File: src/rtl/estado_escritura_alsu_if.sv
// rtl/estado_escritura_alsu_if.sv - ALSU result / register-bank write bundle
//
// Purpose: groups the signals between the ALSU, the write-back stage and the
// Register Bank.
//   slave  : the write-back stage (estado_escritura_alsu)
//   master : the surrounding logic (ALSU side, Register Bank side, flag loader)
// Signals:
//   EntradaValida/EntradaLista        ALSU result handshake
//   Selector, Resultado, Acarreo,     captured ALSU result and operand signs
//   SignoA, SignoB, Destino
//   CargarBanderas/DatoBanderas       direct Status load
//   Vaciar                            synchronous buffer flush
//   EscribirValido/BancoListo,        Register Bank write handshake
//   EscribirDato, EscribirDir
//   Banderas, Ilegal, Ocupacion       status outputs
interface estado_escritura_alsu_if #(
  parameter int ANCHO     = 16,
  parameter int ANCHO_DIR = 3
);
  logic                 EntradaValida;
  logic                 EntradaLista;
  logic [3:0]           Selector;
  logic [ANCHO-1:0]     Resultado;
  logic                 Acarreo;
  logic                 SignoA;
  logic                 SignoB;
  logic [ANCHO_DIR-1:0] Destino;
  logic                 CargarBanderas;
  logic [3:0]           DatoBanderas;
  logic                 Vaciar;
  logic                 EscribirValido;
  logic [ANCHO-1:0]     EscribirDato;
  logic [ANCHO_DIR-1:0] EscribirDir;
  logic                 BancoListo;
  logic [3:0]           Banderas;
  logic                 Ilegal;
  logic [1:0]           Ocupacion;

  modport slave (
    input  EntradaValida, Selector, Resultado, Acarreo, SignoA, SignoB,
           Destino, CargarBanderas, DatoBanderas, Vaciar, BancoListo,
    output EntradaLista, EscribirValido, EscribirDato, EscribirDir,
           Banderas, Ilegal, Ocupacion
  );

  modport master (
    output EntradaValida, Selector, Resultado, Acarreo, SignoA, SignoB,
           Destino, CargarBanderas, DatoBanderas, Vaciar, BancoListo,
    input  EntradaLista, EscribirValido, EscribirDato, EscribirDir,
           Banderas, Ilegal, Ocupacion
  );
endinterface

File: src/rtl/estado_escritura_alsu.sv
// rtl/estado_escritura_alsu.sv - ALSU write-back stage: Status flags and 2-entry write buffer
//
// Purpose: captures each ALSU result, derives overflow from the operand sign
// bits, keeps the Status register {Z,N,C,V} and forwards register-writing
// results to the Register Bank through a 2-entry in-order buffer.
// Ports:
//   Reloj  : clock, rising edge
//   Reset  : asynchronous, active-high reset
//   bus    : estado_escritura_alsu_if.slave (ALSU input handshake, flag load,
//            flush, Register Bank write handshake, Banderas/Ilegal/Ocupacion)
// The interface instance must use the same ANCHO/ANCHO_DIR as this module.
module estado_escritura_alsu #(
  parameter int ANCHO     = 16,
  parameter int ANCHO_DIR = 3
) (
  input  logic                    Reloj,
  input  logic                    Reset,
  estado_escritura_alsu_if.slave  bus
);

  // Opcode encoding of the ALSU Selector.
  localparam logic [3:0] OP_DEC  = 4'b0100;
  localparam logic [3:0] OP_ADD  = 4'b0101;
  localparam logic [3:0] OP_SUB  = 4'b0110;
  localparam logic [3:0] OP_INC  = 4'b0111;
  localparam logic [3:0] OP_MOV  = 4'b1000;
  localparam logic [3:0] OP_RES0 = 4'b1001;
  localparam logic [3:0] OP_TEST = 4'b1010;
  localparam logic [3:0] OP_RES1 = 4'b1011;

  // Status bit positions inside Banderas = {Z,N,C,V}.
  localparam int BIT_Z = 3;
  localparam int BIT_N = 2;
  localparam int BIT_C = 1;
  localparam int BIT_V = 0;

  // ---------------------------------------------------------------------------
  // State
  // ---------------------------------------------------------------------------
  logic [3:0]           banderas_q, banderas_d;
  logic                 ilegal_q,   ilegal_d;
  logic [1:0]           ocup_q,     ocup_d;
  logic                 rd_ptr_q,   rd_ptr_d;
  logic                 wr_ptr_q,   wr_ptr_d;
  logic [ANCHO-1:0]     dato_q [2];
  logic [ANCHO_DIR-1:0] dir_q  [2];

  // ---------------------------------------------------------------------------
  // Handshakes
  // ---------------------------------------------------------------------------
  logic lista;
  logic acepta;
  logic escribe;
  logic reservado;
  logic push;
  logic pop;
  logic [3:0] banderas_op;

  // Readiness depends only on registered occupancy and the flush request, so a
  // pop from a full buffer cannot be reused for an accept in the same cycle.
  assign lista  = (ocup_q != 2'd2) && !bus.Vaciar;
  assign acepta = bus.EntradaValida && lista;
  assign pop    = (ocup_q != 2'd0) && bus.BancoListo;
  assign push   = acepta && escribe;

  // ---------------------------------------------------------------------------
  // Opcode decode and flag computation
  // ---------------------------------------------------------------------------
  logic z_res;
  logic n_res;

  assign z_res = (bus.Resultado == '0);
  assign n_res = bus.Resultado[ANCHO-1];

  always_comb begin
    banderas_op = banderas_q;
    escribe     = 1'b0;
    reservado   = 1'b0;
    casez (bus.Selector)
      4'b00??: begin
        // NOT/AND/XOR/OR: only the result-derived flags change.
        banderas_op[BIT_Z] = z_res;
        banderas_op[BIT_N] = n_res;
        escribe            = 1'b1;
      end
      OP_DEC: begin
        // Decrementing a negative value into a non-negative one wraps.
        banderas_op[BIT_Z] = z_res;
        banderas_op[BIT_N] = n_res;
        banderas_op[BIT_C] = bus.Acarreo;
        banderas_op[BIT_V] = bus.SignoA & ~n_res;
        escribe            = 1'b1;
      end
      OP_ADD: begin
        banderas_op[BIT_Z] = z_res;
        banderas_op[BIT_N] = n_res;
        banderas_op[BIT_C] = bus.Acarreo;
        banderas_op[BIT_V] = (bus.SignoA == bus.SignoB) && (n_res != bus.SignoA);
        escribe            = 1'b1;
      end
      OP_SUB, OP_TEST: begin
        // TEST is a SUB whose result is discarded.
        banderas_op[BIT_Z] = z_res;
        banderas_op[BIT_N] = n_res;
        banderas_op[BIT_C] = bus.Acarreo;
        banderas_op[BIT_V] = (bus.SignoA != bus.SignoB) && (n_res != bus.SignoA);
        escribe            = (bus.Selector == OP_SUB);
      end
      OP_INC: begin
        // Incrementing a non-negative value into a negative one wraps.
        banderas_op[BIT_Z] = z_res;
        banderas_op[BIT_N] = n_res;
        banderas_op[BIT_C] = bus.Acarreo;
        banderas_op[BIT_V] = ~bus.SignoA & n_res;
        escribe            = 1'b1;
      end
      OP_MOV: begin
        escribe = 1'b1;
      end
      4'b11??: begin
        // Shifts/rotates: the bit shifted out arrives on Acarreo.
        banderas_op[BIT_Z] = z_res;
        banderas_op[BIT_N] = n_res;
        banderas_op[BIT_C] = bus.Acarreo;
        escribe            = 1'b1;
      end
      OP_RES0, OP_RES1: begin
        reservado = 1'b1;
      end
      default: begin
        reservado = 1'b1;
      end
    endcase
  end

  // ---------------------------------------------------------------------------
  // Next state
  // ---------------------------------------------------------------------------
  always_comb begin
    banderas_d = banderas_q;
    ilegal_d   = 1'b0;
    ocup_d     = ocup_q;
    rd_ptr_d   = rd_ptr_q;
    wr_ptr_d   = wr_ptr_q;

    // A direct load wins over the flags of a same-cycle accepted op.
    if (bus.CargarBanderas) begin
      banderas_d = bus.DatoBanderas;
    end else if (acepta) begin
      banderas_d = banderas_op;
    end

    ilegal_d = acepta && reservado;

    if (bus.Vaciar) begin
      ocup_d   = 2'd0;
      rd_ptr_d = 1'b0;
      wr_ptr_d = 1'b0;
    end else begin
      ocup_d   = ocup_q + 2'(push) - 2'(pop);
      rd_ptr_d = rd_ptr_q ^ pop;
      wr_ptr_d = wr_ptr_q ^ push;
    end
  end

  always_ff @(posedge Reloj or posedge Reset) begin
    if (Reset) begin
      banderas_q <= 4'b0000;
      ilegal_q   <= 1'b0;
      ocup_q     <= 2'd0;
      rd_ptr_q   <= 1'b0;
      wr_ptr_q   <= 1'b0;
    end else begin
      banderas_q <= banderas_d;
      ilegal_q   <= ilegal_d;
      ocup_q     <= ocup_d;
      rd_ptr_q   <= rd_ptr_d;
      wr_ptr_q   <= wr_ptr_d;
    end
  end

  // Buffer storage; cleared on reset so the write port idles at zero.
  always_ff @(posedge Reloj or posedge Reset) begin
    if (Reset) begin
      dato_q[0] <= '0;
      dato_q[1] <= '0;
      dir_q[0]  <= '0;
      dir_q[1]  <= '0;
    end else if (push) begin
      dato_q[wr_ptr_q] <= bus.Resultado;
      dir_q[wr_ptr_q]  <= bus.Destino;
    end
  end

  // ---------------------------------------------------------------------------
  // Outputs
  // ---------------------------------------------------------------------------
  assign bus.EntradaLista   = lista;
  assign bus.EscribirValido = (ocup_q != 2'd0);
  assign bus.EscribirDato   = dato_q[rd_ptr_q];
  assign bus.EscribirDir    = dir_q[rd_ptr_q];
  assign bus.Banderas       = banderas_q;
  assign bus.Ilegal         = ilegal_q;
  assign bus.Ocupacion      = ocup_q;

endmodule

File: src/flat_wrapper.sv
// flat-port wrapper written by rule: the top's interface ports become plain ports
module estado_escritura_alsu_flat 
#(
  parameter int ANCHO     = 16,
  parameter int ANCHO_DIR = 3
)
  (Reloj, Reset, bus_EntradaValida, bus_Selector, bus_Resultado, bus_Acarreo, bus_SignoA, bus_SignoB, bus_Destino, bus_CargarBanderas, bus_DatoBanderas, bus_Vaciar, bus_BancoListo, bus_EntradaLista, bus_EscribirValido, bus_EscribirDato, bus_EscribirDir, bus_Banderas, bus_Ilegal, bus_Ocupacion);
  estado_escritura_alsu_if #(.ANCHO(ANCHO), .ANCHO_DIR(ANCHO_DIR)) bus_i ();
  input  logic Reloj;
  input  logic Reset;
  input wire logic [$bits(bus_i.EntradaValida)-1:0] bus_EntradaValida;
  input wire logic [$bits(bus_i.Selector)-1:0] bus_Selector;
  input wire logic [$bits(bus_i.Resultado)-1:0] bus_Resultado;
  input wire logic [$bits(bus_i.Acarreo)-1:0] bus_Acarreo;
  input wire logic [$bits(bus_i.SignoA)-1:0] bus_SignoA;
  input wire logic [$bits(bus_i.SignoB)-1:0] bus_SignoB;
  input wire logic [$bits(bus_i.Destino)-1:0] bus_Destino;
  input wire logic [$bits(bus_i.CargarBanderas)-1:0] bus_CargarBanderas;
  input wire logic [$bits(bus_i.DatoBanderas)-1:0] bus_DatoBanderas;
  input wire logic [$bits(bus_i.Vaciar)-1:0] bus_Vaciar;
  input wire logic [$bits(bus_i.BancoListo)-1:0] bus_BancoListo;
  output wire logic [$bits(bus_i.EntradaLista)-1:0] bus_EntradaLista;
  output wire logic [$bits(bus_i.EscribirValido)-1:0] bus_EscribirValido;
  output wire logic [$bits(bus_i.EscribirDato)-1:0] bus_EscribirDato;
  output wire logic [$bits(bus_i.EscribirDir)-1:0] bus_EscribirDir;
  output wire logic [$bits(bus_i.Banderas)-1:0] bus_Banderas;
  output wire logic [$bits(bus_i.Ilegal)-1:0] bus_Ilegal;
  output wire logic [$bits(bus_i.Ocupacion)-1:0] bus_Ocupacion;
  assign bus_i.EntradaValida = bus_EntradaValida;
  assign bus_i.Selector = bus_Selector;
  assign bus_i.Resultado = bus_Resultado;
  assign bus_i.Acarreo = bus_Acarreo;
  assign bus_i.SignoA = bus_SignoA;
  assign bus_i.SignoB = bus_SignoB;
  assign bus_i.Destino = bus_Destino;
  assign bus_i.CargarBanderas = bus_CargarBanderas;
  assign bus_i.DatoBanderas = bus_DatoBanderas;
  assign bus_i.Vaciar = bus_Vaciar;
  assign bus_i.BancoListo = bus_BancoListo;
  assign bus_EntradaLista = bus_i.EntradaLista;
  assign bus_EscribirValido = bus_i.EscribirValido;
  assign bus_EscribirDato = bus_i.EscribirDato;
  assign bus_EscribirDir = bus_i.EscribirDir;
  assign bus_Banderas = bus_i.Banderas;
  assign bus_Ilegal = bus_i.Ilegal;
  assign bus_Ocupacion = bus_i.Ocupacion;
  estado_escritura_alsu #(.ANCHO(ANCHO), .ANCHO_DIR(ANCHO_DIR)) u_core (.Reloj(Reloj), .Reset(Reset), .bus(bus_i));
endmodule
File: config.mk
export PLATFORM = sky130hd
export DESIGN_NAME = estado_escritura_alsu_flat
export DESIGN_NICKNAME = d
export VERILOG_FILES = /design/src/rtl/estado_escritura_alsu_if.sv /design/src/rtl/estado_escritura_alsu.sv /design/src/flat_wrapper.sv
export SDC_FILE = /design/constraint.sdc
export NUM_CORES = 1
export LEC_CHECK = 0
export BUFFER_PORTS_ARGS = -buffer_cell sky130_fd_sc_hd__buf_2
export CORE_ASPECT_RATIO = 0.5
export CORE_UTILIZATION = 54
export CTS_BUF_LIST = sky130_fd_sc_hd__clkbuf_2 sky130_fd_sc_hd__clkbuf_4 sky130_fd_sc_hd__clkbuf_8
export DETAILED_ROUTE_END_ITERATION = 7
export PLACE_DENSITY_LB_ADDON = 0.1
export SLEW_MARGIN = 20
export SYNTH_ARGS = -nofsm -noshare
export SYNTH_HDL_FRONTEND = slang
export SYNTH_SLANG_ARGS = --single-unit
File: constraint.sdc
create_clock -name Reloj -period 2.7 [get_ports Reloj]
set_clock_uncertainty 0.05 [all_clocks]
set_input_delay 0.405 -clock Reloj [delete_from_list [all_inputs] [get_ports Reloj]]
set_output_delay 0.405 -clock Reloj [all_outputs]
set_load 0.05 [all_outputs]
# ---- Yosys cells after proc, flatten, opt, wreduce, memory -nomap -nowiden
# Index checks and enable logic that the tools add are counted.
dict set report totals {
  regBits 47
  in_bits 36
  latch_bits 0
  word_cells 83
  romBits 0
  ramBits 0
  output_inout_bits 28
  mem_count 0
}
dict set report classes {
  shift 0
  magnitude_cmp 3
  reduce_logical 24
  div 0
  multipliers 0
  n_addsub 2
  muxes 22
  bitwise_logic 8
  n_eq_ne 13
}
# op n
set op_table {}
lappend op_table {{two-way mux 16 bit} 4}
lappend op_table {{bitwise mux 32 bit} 1}
lappend op_table {{demux 16 bit (select 1 bit)} 1}
lappend op_table {{equality test 4 x 3 -> 1 bit (second input constant)} 4}
lappend op_table {{equality test 4 bit (second input constant)} 4}
lappend op_table {{zero test 16 bit} 1}
lappend op_table {{two-way mux 3 bit} 4}
lappend op_table {{OR reduction 6 bit} 2}
lappend op_table {{logical AND 1 bit} 8}
lappend op_table {{two-way mux 4 bit} 2}
lappend op_table {{nonzero test 2 bit} 4}
lappend op_table {{OR reduction 7 bit} 1}
lappend op_table {{bitwise mux 6 bit} 1}
lappend op_table {{AND reduction 2 bit} 3}
lappend op_table {{nonzero test 5 bit} 1}
lappend op_table {{>= comparator 2 bit (second input constant)} 2}
lappend op_table {{two-way mux 1 bit} 4}
lappend op_table {{two-way mux 2 bit} 2}
lappend op_table {{inverter 1 -> 2 bit} 2}
lappend op_table {{one-hot mux 1 bit (4 select lines)} 1}
lappend op_table {{OR reduction 2 bit} 2}
lappend op_table {{demux 3 bit (select 1 bit)} 1}
lappend op_table {{adder 2 x 1 -> 2 bit} 1}
lappend op_table {{AND 1 bit} 2}
lappend op_table {{11 further kinds} 14}

# ---- Depth between registers and ports, before layout
dict set report logic_depth {
  ltp_word 7
  mapped_depth 8
  ltp_nobuf 8
}

# ---- Least setup slack after synthesis
# No wires, ideal clock.
dict set report synth_timing {
  path_kind {register to register}
  start {register u_core.ocup_q[1] (netlist: u_core.bus.Ocupacion[1])}
  end {register u_core.dato_q[0] (netlist name)}
  synth_period_minus_slack_ns 2.381
  n_path_buf 2
  setup_ns 0.125
  stages_incl_launch_ff 8
  required_time_ns 2.525
  arrival_time_ns 2.206
  path_slack_ns 0.319
  cell_sequence {dfrtp_1 -> nor2b_4 -> nor3b_2 -> o31a_1 -> ha_1 -> buf_2 -> buf_2 -> mux2_2}
}
dict set report synth_between {
  elab_chain_cells 4
}
# element line
set synth_lines {}
lappend synth_lines {{start, declared} estado_escritura_alsu.sv:42} ;# logic [1:0] ocup_q, ocup_d;
lappend synth_lines {{start signal, assigned} estado_escritura_alsu.sv:176} ;# ocup_q <= ocup_d;
lappend synth_lines {{!= test 2 bit} estado_escritura_alsu.sv:61} ;# assign lista = (ocup_q != 2'd2) && !bus.Vaciar;
lappend synth_lines {{logical AND 1 bit} estado_escritura_alsu.sv:61}
lappend synth_lines {{logical AND 1 bit} estado_escritura_alsu.sv:62} ;# assign acepta = bus.EntradaValida && lista;
lappend synth_lines {{logical AND 1 bit} estado_escritura_alsu.sv:64} ;# assign push = acepta && escribe;
lappend synth_lines {{end signal, assigned by index} estado_escritura_alsu.sv:190} ;# dato_q[wr_ptr_q] <= bus.Resultado;
lappend synth_lines {{end, declared} estado_escritura_alsu.sv:45} ;# logic [ANCHO-1:0] dato_q [2];
# No other way between the ends.
# A chain may end at the register's enable or synchronous reset.

# ---- Final worst setup path
dict set report layout_timing {
  start {register u_core.rd_ptr_q}
  end {output bus_EscribirDato[0]}
}
dict set report layout_between {
  elab_chain_cells 4
}
# element line
set layout_lines {}
lappend layout_lines {{start, declared} estado_escritura_alsu.sv:43} ;# logic rd_ptr_q, rd_ptr_d;
lappend layout_lines {{start signal, assigned} estado_escritura_alsu.sv:177} ;# rd_ptr_q <= rd_ptr_d;
lappend layout_lines {{inverter 1 -> 2 bit (implied by the code)} estado_escritura_alsu.sv:200} ;# assign bus.EscribirDato = dato_q[rd_ptr_q];
lappend layout_lines {{two-way mux 16 bit (implied by the code) (3 in series)} estado_escritura_alsu.sv:200}
lappend layout_lines {{end, declared} flat_wrapper.sv:24} ;# output wire logic [$bits(bus_i.EscribirDato)-1:0] bus_EscribirDato;
# No other way between the ends. The select of a mux whose other input is x is not followed.

==> metrics.txt <==
Post-synth EDFFs=0; Vias=roughly 1,600; Syn Area/Cell=between 10 and 15 µm²; data required time of the worst path=roughly 2300 ps; P_sw=between 1 and 1.5 mW; clock power share=0.129; power share of the combinational group=0.520; main combinational cell family by area after synthesis=multiplexers; Final Hold Fails=0; min cycle time layout=about 2000 ps; RSZ-0062 raised after global routing=false; wire per inst=14.8 µm; post-cts resize count=0; most frequent cells in the layout=buf_2 (63), mux2_2 (53), dfrtp_1 (47); crit path from=u_core.rd_ptr_q$_DFF_PP0_; Cell Area, Synth=2360 µm²; Power Total=between 3 and 4 mW; sequential share of the synthesized area=0.497; Mapped Cells=179; setup TNS=0 ps; Bufs and invs on worst path=2; root buffer cell=clkbuf_8; CP max stage cell=mux2_2; post-synth top area share=0.497; Area Growth Syn to Fin=19.6%; type of the worst setup path=register to output pin; Core Box Area=just over 4000 µm²; Synth Area in XOR/XNOR=0.0148; max_slew headroom=0.361; GP Congestion=just under 0.9; mux contribution to synthesized area=0.276; maximum buffer depth of the clock tree=2; final worst path period share=0.740; die area=between 4000 and 5000 µm²; worst path cell trace=buf_4 -> mux2_2 -> buf_2; post-CTS setup buffers=0; Die X=between 90 and 100 µm; first-pass GRT wire length=7.47 mm; fraction of registers with async set/reset=1.00; syn nets=224; worst skew pair latency=between 200 and 300 ps; CTS tree=yes; compound-cell area share of the yosys netlist=0.0423; final HPWL from detailed placement=3.31 mm; Seq pwr share=0.351; fillers=~320; Pre-antenna DRT Iters=4; static leakage=1.36 nW; hold buffers post-CTS=0; CTS Sinks=47; Initial DRC Count=between 50 and 60; Routed WL=4.47 mm; Synth Area in Adders=0.0476; WP data arrival=about 1500 ps; fmax=500 MHz; Final setup viols=0; Initial Util=0.585; critical path's top delay family=buffers and inverters; antenna violations before repair=0; CP Max Fanout=19; Inserted Diodes=0; IO Port Bufs=63; Synth Warn #=0; Pint=1.78 mW; commonest non-fill, non-tap cell in the layout=buf_2; crit end category=output pin; I/O pins=64; layout cells sized above 1=0.551; simple-gate share of the synthesized area=0.0868; hold crit path type=input port to async pin; worst vdd ir=0.486 mV; Worst R2R Start=u_core.bus.Ocupacion[1]$_DFF_PP0_; Die Ht=roughly 49 µm; final core occ=0.699; Yosys cell types=39; GRT Total Usage=0.213; Worst-path clk slew=80 ps; Placement Rows=16; TritonCTS buffer count=5; Seq cells post-synth=47; H-tree depth=2; Sw Share=0.452; status=completed; vias per cell=5.29; Synth Flop Type=dfrtp_1; antenna-violating nets left=0; max cap viols=0; vias in the first global route=roughly 1,700; fin nets=about 290; Max Slew Vio Count=0; grt ovf=0; DRC Markers=0; post-synth top area cell=dfrtp_1; slowest stage delay, CP=390 ps; largest net degree at the start of global routing=48; pwr/cell area=about 1100 nW/µm²; Worst-Margin Slew=957 ps; CP startpoint kind=register; Synth area leaders=dfrtp_1 (50%), mux2_2 (25%), ha_1 (4.8%)
## sequential cells by signal, indices dropped and copies added, names as in the netlist
register / flops
u_core.dato_q: 32
u_core.bus.Ilegal: 1
u_core.bus.Ocupacion: 2
u_core.dir_q: 6
u_core.wr_ptr_q: 1
u_core.bus.Banderas: 4
u_core.rd_ptr_q: 1
## metal layers
layer	wire length [µm]	vias to the layer above	global-route usage
met5	0	-	0
met4	11	0	0.0373
met3	234	2	0.0576
met2	2060	40	0.360
met1	2160	775	0.281
li1	-	775	-
## metrics by stage
step	instance area, µm²	hold WS (ps)	std cells	setup slack [ps]
2_1_floorplan	2360	402	179	319
3_3_place_gp	2740	412	293	548
4_1_cts	2830	295	301	667
6_report	2830	276	301	701
3_5_place_dp	2740	423	293	525
5_1_grt	2830	290	301	627
## synthesized netlist by cell type (2+ instances only)
cell,instances
mux2_2,53
and2_1,2
clkbuf_1,2
nor3_1,3
nor4_1,4
buf_2,4
mux2_1,4
o22ai_1,5
dfrtp_1,47
inv_1,12
nor2_1,5
ha_1,9
xnor2_1,3
## path summary, 6_finish.rpt
| check | cells after the start | endpoint | slack [ps] |
|---|---|---|---|
| max in group asynchronous | 2 | u_core.wr_ptr_q$_DFF_PP0_ | 1730 |
| min | 2 | u_core.bus.Ilegal$_DFF_PP0_ | 280 |
| min in group Reloj | 2 | u_core.dato_q[9]$_DFFE_PP0P_ | 300 |
| min reg2reg | 1 | u_core.dato_q[9]$_DFFE_PP0P_ | 440 |
| max reg2reg | 6 | u_core.dato_q[1]$_DFFE_PP0P_ | 750 |
| max | 3 | bus_EscribirDato[0] | 700 |
## power groups by stage
stage	sequential [mW]	clock (mW)	combinational (mW)
2_1_floorplan	1.18	0	1.33
3_3_place_gp	1.13	0	1.68
3_5_place_dp	1.16	0	1.71
4_1_cts	1.14	0.433	1.71
5_1_grt	1.18	0.467	1.79
6_report	1.14	0.418	1.69
## logic make-up (layout without fill, tap and decap cells)
family | count (synthesis) | after routing
mux | 58 | 58
flops | 47 | 47
buf+inv | 19 | 87
xor+xnor | 4 | 4
fa+ha+maj | 9 | 9
simple gates | 29 | 29
compound gates | 13 | 13
## layout make-up
cell class / count / area, µm² / area share
Multi-Input combinational cell: 113 / 1100 / 0.391
Clock inverter: 2 / 12.5 / 0.00442
Clock buffer: 6 / 76.3 / 0.0270
Tap cell: 54 / 67.6 / 0.0239
Inverter: 12 / 45.0 / 0.0159
Sequential cell: 47 / 1180 / 0.416
Timing Repair Buffer: 67 / 345 / 0.122
Note: power is estimated with default switching activity, not from simulation.
